### src/rtl/vend_ctrl_multi.sv
`default_nettype none
// ============================================================================
// Module   : vend_ctrl_multi
// Purpose  : Multi-item vending controller: coin credit, priced selections
//            with quantity against per-item stock, greedy change payout.
// Revision : 1.0 - initial release
// ============================================================================
module vend_ctrl_multi #(
    parameter int                               NUM_ITEMS  = 5,
    parameter int                               PRICE_W    = 8,
    parameter logic [NUM_ITEMS*PRICE_W-1:0]     PRICES     = {8'd135, 8'd75, 8'd5, 8'd45, 8'd10},
    parameter int                               QTY_W      = 3,
    parameter int                               STOCK_W    = 4,
    parameter int                               INIT_STOCK = 10,
    parameter int                               CREDIT_W   = 10,
    parameter int                               MAX_CREDIT = 500
) (
    input  logic                            clk,
    input  logic                            rst,
    input  logic                            coin_valid,
    input  logic [2:0]                      coin_sel,
    output logic                            coin_reject,
    input  logic                            sel_valid,
    input  logic [$clog2(NUM_ITEMS)-1:0]    sel_item,
    input  logic [QTY_W-1:0]                sel_qty,
    input  logic                            cancel,
    input  logic                            restock_valid,
    input  logic [$clog2(NUM_ITEMS)-1:0]    restock_item,
    input  logic [STOCK_W-1:0]              restock_qty,
    output logic                            vend_valid,
    output logic [$clog2(NUM_ITEMS)-1:0]    vend_item,
    output logic [QTY_W-1:0]                vend_qty,
    output logic                            err_valid,
    output logic [1:0]                      err_code,
    output logic                            chg_valid,
    output logic [2:0]                      chg_denom,
    input  logic                            chg_ready,
    output logic [CREDIT_W-1:0]             credit,
    output logic [NUM_ITEMS*STOCK_W-1:0]    stock_flat,
    output logic                            busy
);

    localparam int c_item_w = $clog2(NUM_ITEMS);
    localparam int c_cost_w = PRICE_W + QTY_W;
    localparam int c_cmp_w  = (c_cost_w > CREDIT_W) ? c_cost_w : CREDIT_W;
    localparam int c_sum_w  = ((STOCK_W > QTY_W) ? STOCK_W : QTY_W) + 2;
    localparam logic [STOCK_W-1:0]  c_stock_max  = '1;
    localparam logic [CREDIT_W:0]   c_max_credit = (CREDIT_W+1)'(MAX_CREDIT);

    typedef enum logic [2:0] {
        S_IDLE   = 3'd0,
        S_HOLD   = 3'd1,
        S_CHECK  = 3'd2,
        S_VEND   = 3'd3,
        S_CHANGE = 3'd4
    } state_t;

    state_t                 r_state;
    state_t                 w_state_nxt;
    logic [CREDIT_W-1:0]    r_credit;
    logic [CREDIT_W-1:0]    w_credit_nxt;
    logic [STOCK_W-1:0]     r_stock     [NUM_ITEMS];
    logic [STOCK_W-1:0]     w_stock_nxt [NUM_ITEMS];
    logic [STOCK_W-1:0]     w_cur_stock;
    logic [c_item_w-1:0]    r_item;
    logic [QTY_W-1:0]       r_qty;
    logic [c_cost_w-1:0]    r_cost;

    logic                   r_coin_reject;
    logic                   r_vend_valid;
    logic [c_item_w-1:0]    r_vend_item;
    logic [QTY_W-1:0]       r_vend_qty;
    logic                   r_err_valid;
    logic [1:0]             r_err_code;

    logic                   w_idle_hold;
    logic [CREDIT_W:0]      w_coin_sum;
    logic                   w_coin_ok;
    logic                   w_capture;
    logic                   w_bad;
    logic                   w_short;
    logic                   w_poor;
    logic                   w_ok;
    logic                   w_vend_go;
    logic                   w_err_go;
    logic [1:0]             w_err_code;
    logic [2:0]             w_chg_code;
    logic                   w_chg_valid;
    logic                   w_chg_take;

    function automatic logic [CREDIT_W-1:0] f_denom_val(input logic [2:0] code);
        case (code)
            3'd0:    f_denom_val = CREDIT_W'(5);
            3'd1:    f_denom_val = CREDIT_W'(10);
            3'd2:    f_denom_val = CREDIT_W'(20);
            3'd3:    f_denom_val = CREDIT_W'(50);
            3'd4:    f_denom_val = CREDIT_W'(100);
            default: f_denom_val = '0;
        endcase
    endfunction

    // Credit is always a multiple of 5, so the greedy pick always terminates.
    function automatic logic [2:0] f_greedy(input logic [CREDIT_W-1:0] c);
        if (c >= CREDIT_W'(100))     f_greedy = 3'd4;
        else if (c >= CREDIT_W'(50)) f_greedy = 3'd3;
        else if (c >= CREDIT_W'(20)) f_greedy = 3'd2;
        else if (c >= CREDIT_W'(10)) f_greedy = 3'd1;
        else                         f_greedy = 3'd0;
    endfunction

    function automatic logic [PRICE_W-1:0] f_price(input logic [c_item_w-1:0] item);
        f_price = '0;
        for (int i = 0; i < NUM_ITEMS; i++) begin
            if (int'(item) == i) f_price = PRICES[i*PRICE_W +: PRICE_W];
        end
    endfunction

    always_comb begin
        w_cur_stock = '0;
        for (int i = 0; i < NUM_ITEMS; i++) begin
            if (int'(r_item) == i) w_cur_stock = r_stock[i];
        end
    end

    always_comb begin
        w_idle_hold = (r_state == S_IDLE) || (r_state == S_HOLD);
        w_coin_sum  = {1'b0, r_credit} + {1'b0, f_denom_val(coin_sel)};
        w_coin_ok   = coin_valid && w_idle_hold && (coin_sel <= 3'd4) && (w_coin_sum <= c_max_credit);
        w_capture   = w_idle_hold && sel_valid && !cancel;

        w_bad       = (int'(r_item) >= NUM_ITEMS) || (r_qty == '0);
        w_short     = c_sum_w'(w_cur_stock) < c_sum_w'(r_qty);
        w_poor      = c_cmp_w'(r_cost) > c_cmp_w'(r_credit);
        w_ok        = !w_bad && !w_short && !w_poor;
        w_vend_go   = (r_state == S_CHECK) && w_ok;
        w_err_go    = (r_state == S_CHECK) && !w_ok;
        w_err_code  = w_bad ? 2'd3 : (w_short ? 2'd2 : 2'd1);

        w_chg_code  = f_greedy(r_credit);
        w_chg_valid = (r_state == S_CHANGE) && (r_credit != '0);
        w_chg_take  = w_chg_valid && chg_ready;
    end

    // Next-state and credit update.
    always_comb begin
        w_state_nxt  = r_state;
        w_credit_nxt = r_credit;
        case (r_state)
            S_IDLE, S_HOLD: begin
                if (w_coin_ok) w_credit_nxt = w_coin_sum[CREDIT_W-1:0];
                if (cancel) begin
                    if (r_state == S_HOLD) w_state_nxt = S_CHANGE;
                    else if (w_coin_ok)    w_state_nxt = S_HOLD;
                end else if (sel_valid) begin
                    w_state_nxt = S_CHECK;
                end else if (w_coin_ok) begin
                    w_state_nxt = S_HOLD;
                end
            end
            S_CHECK: begin
                w_state_nxt = S_VEND;
                if (w_ok) w_credit_nxt = CREDIT_W'(c_cmp_w'(r_credit) - c_cmp_w'(r_cost));
            end
            S_VEND: begin
                w_state_nxt = (r_credit != '0) ? S_HOLD : S_IDLE;
            end
            S_CHANGE: begin
                if (w_chg_take) w_credit_nxt = r_credit - f_denom_val(w_chg_code);
                if (w_credit_nxt == '0) w_state_nxt = S_IDLE;
            end
            default: w_state_nxt = S_IDLE;
        endcase
    end

    generate
        for (genvar gi = 0; gi < NUM_ITEMS; gi++) begin : g_stock
            logic [c_sum_w-1:0] w_inc;
            logic [c_sum_w-1:0] w_dec;
            logic [c_sum_w-1:0] w_sum;
            assign w_inc = (restock_valid && int'(restock_item) == gi) ? c_sum_w'(restock_qty) : '0;
            assign w_dec = (w_vend_go && int'(r_item) == gi) ? c_sum_w'(r_qty) : '0;
            // A successful vend guarantees stock >= qty, so the sum never underflows.
            assign w_sum = c_sum_w'(r_stock[gi]) + w_inc - w_dec;
            assign w_stock_nxt[gi] = (w_sum > c_sum_w'(c_stock_max)) ? c_stock_max : w_sum[STOCK_W-1:0];
            assign stock_flat[gi*STOCK_W +: STOCK_W] = r_stock[gi];
        end
    endgenerate

    always_ff @(posedge clk or negedge rst) begin
        if (!rst) r_state <= S_IDLE;
        else      r_state <= w_state_nxt;
    end

    always_ff @(posedge clk or negedge rst) begin
        if (!rst) begin
            r_credit      <= '0;
            r_item        <= '0;
            r_qty         <= '0;
            r_cost        <= '0;
            r_coin_reject <= 1'b0;
            r_vend_valid  <= 1'b0;
            r_vend_item   <= '0;
            r_vend_qty    <= '0;
            r_err_valid   <= 1'b0;
            r_err_code    <= '0;
            for (int i = 0; i < NUM_ITEMS; i++) r_stock[i] <= STOCK_W'(INIT_STOCK);
        end else begin
            r_credit      <= w_credit_nxt;
            r_coin_reject <= coin_valid && !w_coin_ok;
            r_vend_valid  <= w_vend_go;
            r_err_valid   <= w_err_go;
            for (int i = 0; i < NUM_ITEMS; i++) r_stock[i] <= w_stock_nxt[i];
            if (w_capture) begin
                r_item <= sel_item;
                r_qty  <= sel_qty;
                r_cost <= c_cost_w'(f_price(sel_item)) * c_cost_w'(sel_qty);
            end
            if (w_vend_go) begin
                r_vend_item <= r_item;
                r_vend_qty  <= r_qty;
            end
            if (w_err_go) r_err_code <= w_err_code;
        end
    end

    assign coin_reject = r_coin_reject;
    assign vend_valid  = r_vend_valid;
    assign vend_item   = r_vend_item;
    assign vend_qty    = r_vend_qty;
    assign err_valid   = r_err_valid;
    assign err_code    = r_err_code;
    assign chg_valid   = w_chg_valid;
    assign chg_denom   = w_chg_valid ? w_chg_code : 3'd0;
    assign credit      = r_credit;
    assign busy        = (r_state == S_CHECK) || (r_state == S_VEND) || (r_state == S_CHANGE);

endmodule
`default_nettype wire

### config.mk
export PLATFORM = sky130hd
export DESIGN_NAME = vend_ctrl_multi
export DESIGN_NICKNAME = d
export VERILOG_FILES = /design/src/rtl/vend_ctrl_multi.sv
export SDC_FILE = /design/constraint.sdc
export NUM_CORES = 1
export LEC_CHECK = 0
export CAP_MARGIN = 20
export CORE_ASPECT_RATIO = 0.8
export CORE_UTILIZATION = 60
export DETAILED_ROUTE_END_ITERATION = 6
export GPL_TIMING_DRIVEN = 0
export PLACE_DENSITY = 0.87
export SLEW_MARGIN = 20
export SYNTH_ARGS = -nofsm -noshare
export SYNTH_HDL_FRONTEND = slang
export SYNTH_SLANG_ARGS = --single-unit
### constraint.sdc
create_clock -name clk -period 7.9 [get_ports clk]
set_input_delay 0.79 -clock clk [delete_from_list [all_inputs] [get_ports clk]]
set_output_delay 0.79 -clock clk [all_outputs]
set_load 0.01 [all_outputs]
[After elaboration in Yosys (flattened, before gate mapping)]
Index checks and enable logic that the tools add are counted.
Word-level totals
  RAM bits: 0
  output and inout bits: 46
  bits in registers: 61
  memories: 0
  input bits: 23
  bits in read-only memories: 0
  word-level logic and storage cells: 164
  bits in latches: 0
Cells by class
  magnitude comparators: 14
  mux-type cells: 49
  reductions and logical operators: 44
  bitwise gates (word level): 0
  add/subtract/negate cells: 13
  shifts and indexed selects: 0
  multipliers: 1
  div/mod/pow operators: 0
  equality and inequality tests: 27
Operators with widths (count)
  $pmux W7 S5: 2
  $mux W4: 16
  $mux W10: 6
  $mux W8: 5
  $eq A3 B3 Y1 const B: 12
  $mux W3: 12
  $gt A6 B4 Y1 const B: 5
  $pmux W10 S3: 1
  $sub A5 B3 Y6: 5
  $eq A3 B2 Y1 const B: 9
  $add A4 B4 Y5: 5
  $logic_and A1 B1 Y1: 22
  $logic_not A3 Y1: 7
  $sub A10 B10 Y10: 2
  $pmux W3 S4: 1
  $add A10 B10 Y11: 1
  $gt A11 B10 Y1: 1
  $le A11 B9 Y1 const B: 1
  $mul A8 B3 Y11: 1
  $ge A10 B4 Y1 const B: 1
  $ge A10 B5 Y1 const B: 1
  $ge A10 B6 Y1 const B: 1
  $ge A10 B7 Y1 const B: 1
  $logic_not A10 Y1: 1
  13 further kinds: 29

[Depth between registers and ports, before layout]
  depth in word-level cells: 16
  mapped depth: 23

[Worst setup path after synthesis]
Ideal clock, no wire load.
  path type: flip-flop to flip-flop
  from: register r_credit[7] (netlist: credit[7])
  to: register r_stock (netlist bit stock_flat[14])
  setup slack: 3.523 ns
  period minus slack after synthesis: 4.377 ns
  stages on the path, launching flop included: 18
  setup time: 0.078 ns
  arrival time: 4.299 ns
  data required time: 7.822 ns
  path through: dfrtp_1 -> clkbuf_1 -> inv_1 -> ha_1 -> nand4_1 -> or3_1 -> a21oi_1 -> o21ai_2 -> nor3_4 -> buf_6 -> nand4_1 -> fa_1 -> fa_1 -> and2_1 -> o21ai_0 -> o21bai_1 -> a22oi_1 -> o21bai_1
RTL lines
  start, declared: RTL line 60  | logic [CREDIT_W-1:0] r_credit;
  start signal, assigned: RTL line 208  | r_credit <= w_credit_nxt;
  end, declared: RTL line 62  | logic [STOCK_W-1:0] r_stock [NUM_ITEMS];

==> flow_summary.toml <==
[sta]
max_slew_margin_pct = 56.5
max_freq_ghz = 0.187
fin_setup_tns_ns = 0
rsz0062_at_grt = "false"
finalCritPeriodShare_pct = 67.5
slew_viol_final = 0
period_minus_slack_ns = 5.34
tightestPinTransition_ns = 0.653
setup_violations = 0
fin_skew_ns = 0.00958
finalHoldViolations = 0

[worst_setup_path]
cp.required_ns = 8.13
regToRegSetupSlack_ns = 2.56
end_kind = "flip-flop"
rr_startpoint = "r_item[1]$_DFFE_PN0P_"
crit_type = "reg2reg"
rr_endpoint = "stock_flat[2]$_DFF_PN0_"
crit_start = "r_item[1]$_DFFE_PN0P_"
start_kind = "flip-flop"
worst-r2r-cell-count = 23
critical_path_arrival_ns = 5.56
crit_fanout = 10

[floorplan]
num_io_pins = 69
rows = 33
initial_core_util_pct = 62.7
coreArea_um2 = 10400
design.die.area_um2 = 11300
die_y_um = 95.2
die_x_um = 119

[synth]
synth_area_leader_cell = "dfrtp_1"
synth_most_common_cell = "inv_1"
ys.flop_type = "dfrtp_1"
syn_nets = 865
post_synth_num_cell_types = 83
syn_area_um2 = 6520
synthArstFlopShare_pct = 100
syn_inst = 742
avgSynthCellArea_um2 = 8.79
synthTopCellsByArea = "dfrtp_1, ha_1, fa_1"
seq_area_frac_synth_pct = 23.6
synth_edf_count = 0
synth-seq-cells = 61
yosysWarningCount = 0
synth_top_cells_by_count = "inv_1, ha_1, nand2_1, dfrtp_1, nor2_1"
synth_top_area_share_pct = 19.6

[detailed_routing]
totalWireLength_um = 18000
avgViaCountPerCell = 6.21
num_vias = 6003
drt_iter0_drc = 546
wl_per_cell_um = 18.6
drc = 0
ant_nets = 0
drt_first_pass_iters = 6

[grt]
grt_pass1_vias = 5932
grt_overflow_total = 0
grt_pass1_wl_um = 29200
grt_usage_pct = 33.0
grt_max_degree = 59
antenna_found_initial = 0

[cells_and_area]
diodes = 0
fillers = 790
area_delta_synth_final_pct = 18.0
stdcell_count = 966
finalNetCount = 944
fin_area_um2 = 7700
drive_above_1_share_pct = 10.5

[job]
cap_violations = 0

[outcome]
status = "completed"

[cts]
clk_pin_slew_ns = 0.06
cts-buffers-inserted = 9
ctsHoldBuffers = 0
numClockSinks = 61
ctsLongestPathBuffers = 2
htreeDepth = 3
root_buffer = "clkbuf_16"
cts_tree = "built"
cts.repair.resized = 0
post_cts_buffers = 0
clock_latency_ns = 0.35

[place]
place.gp.congestion = 0.969
port_buffers = 67
dp.cells = 950
dpl.hpwl_um = 14000
dpl_cell_area_um2 = 7390

[power]
total_power_mw = 3.17
p_leak_nw = 3.61
power.density_nw_per_um2 = 411
ir_drop_mv = 0.194

[worst_hold_path]
hold_path_class = "in2async"
==> per-stage QoR <==
step           hold slack (ns)  utilization, %  worst slack [ns]
3_3_place_gp             0.493            70.8              2.99
4_1_cts                  0.239            74.0              2.72
5_1_grt                  0.240            74.0              2.25
6_report                 0.245            74.0              2.56
2_1_floorplan            0.475               -              3.52
3_5_place_dp             0.506            71.0              2.83
==> how the worst max path moves through the flow <==
stage / to / slack (ns) / cells after the start
final: stock_flat[2]$_DFF_PN0_ / 2.56 / 23
after detailed placement: stock_flat[14]$_DFF_PN0_ / 2.83 / 17
after global placement: stock_flat[2]$_DFF_PN0_ / 2.99 / 21
after global routing: stock_flat[2]$_DFF_PN0_ / 2.25 / 23
after floorplan: stock_flat[14]$_DFF_PN0_ / 3.52 / 17
after CTS: stock_flat[2]$_DFF_PN0_ / 2.72 / 23
==> cells by family (layout without fill, tap and decap cells) <==
kind of cell / Yosys count / after routing / share of synthesized area, %
AOI/OAI and AO/OA: 171 / 171 / 19.1
xor gates and xnor gates: 23 / 23 / 3.09
adders and majority gates: 100 / 100 / 21.7
buffers and inverters: 100 / 184 / 6.31
DFF: 61 / 61 / 23.6
muxes: 27 / 27 / 4.84
and+or+nand+nor: 260 / 260 / 21.4
==> state kept, by name, summed over array words and instances (netlist names), 3 cells and up <==
| register | flops |
|---|---|
| credit | 10 |
| r_cost | 11 |
| stock_flat | 20 |
| r_item | 3 |
| vend_item | 3 |
| vend_qty | 3 |
| r_state | 3 |
| r_qty | 3 |
==> layout make-up <==
type | count | area (µm²) | share of cell area, %
buffer | 20 | 111 | 1.45
clock buffer | 9 | 225 | 2.93
timing repair buffer | 68 | 696 | 9.04
inverter | 80 | 300 | 3.90
clock inverter | 7 | 80.1 | 1.04
tap | 140 | 175 | 2.28
multi-input combinational | 581 | 4570 | 59.4
sequential | 61 | 1540 | 20.0
==> worst max-delay path, cell delays in order (launching register included) <==
cell and delay (ns):
dfrtp_1 0.35, buf_6 0.14, clkbuf_1 0.39, mux4_2 0.37, inv_1 0.06, o21ai_0 0.09, ha_1 0.25, a311oi_1 0.30
a31oi_1 0.20, a2111oi_4 0.53, nor3_4 0.18, buf_6 0.20, nand3b_1 0.15, nor3_1 0.10, ha_1 0.32, inv_1 0.04
ha_1 0.19, fa_1 0.41, and2_1 0.19, o21ai_0 0.20, nor2_1 0.07, o21ai_0 0.16, nand2_1 0.13, o21ai_0 0.16
==> routing by layer <==
| metal | share of wire, % | wire length, µm | global-route usage, % | up-vias |
|---|---|---|---|---|
| met1 | 44 | 7960 | 42.9 | 2882 |
| met4 | 2.4 | 423 | 13.3 | 0 |
| li1 | - | - | - | 2786 |
| met5 | 0 | 0 | 0 | - |
| met2 | 45 | 8080 | 52.8 | 288 |
| met3 | 8.5 | 1520 | 8.37 | 47 |
==> power by group <==
part / leakage [nW] / switching (mW) / internal [mW]
Clock: 0.143 / 0.166 / 0.249
Sequential: 0.707 / 0.188 / 0.457
Combinational: 2.76 / 1.17 / 0.933
==> cell usage in the layout (no fill, tap or decap), types with 8 or more instances in the layout <==
master,synthesis,layout
a21o_1,16,16
a21oi_1,28,28
and2_1,19,19
and3_1,10,10
clkbuf_1,9,9
clkbuf_16,0,9
clkdlybuf4s50_1,0,66
dfrtp_1,51,51
dfstp_2,10,10
fa_1,22,22
ha_1,78,78
inv_1,79,79
mux2_2,17,17
nand2_1,71,71
nand2b_1,17,17
nand3_1,14,14
nand4_1,8,8
nor2_1,48,48
nor2b_1,10,10
nor3_1,17,17
o21ai_0,42,42
o221ai_1,9,9
xnor2_1,9,9
xor2_1,14,14
No activity file was read; power rests on OpenSTA's default activity.
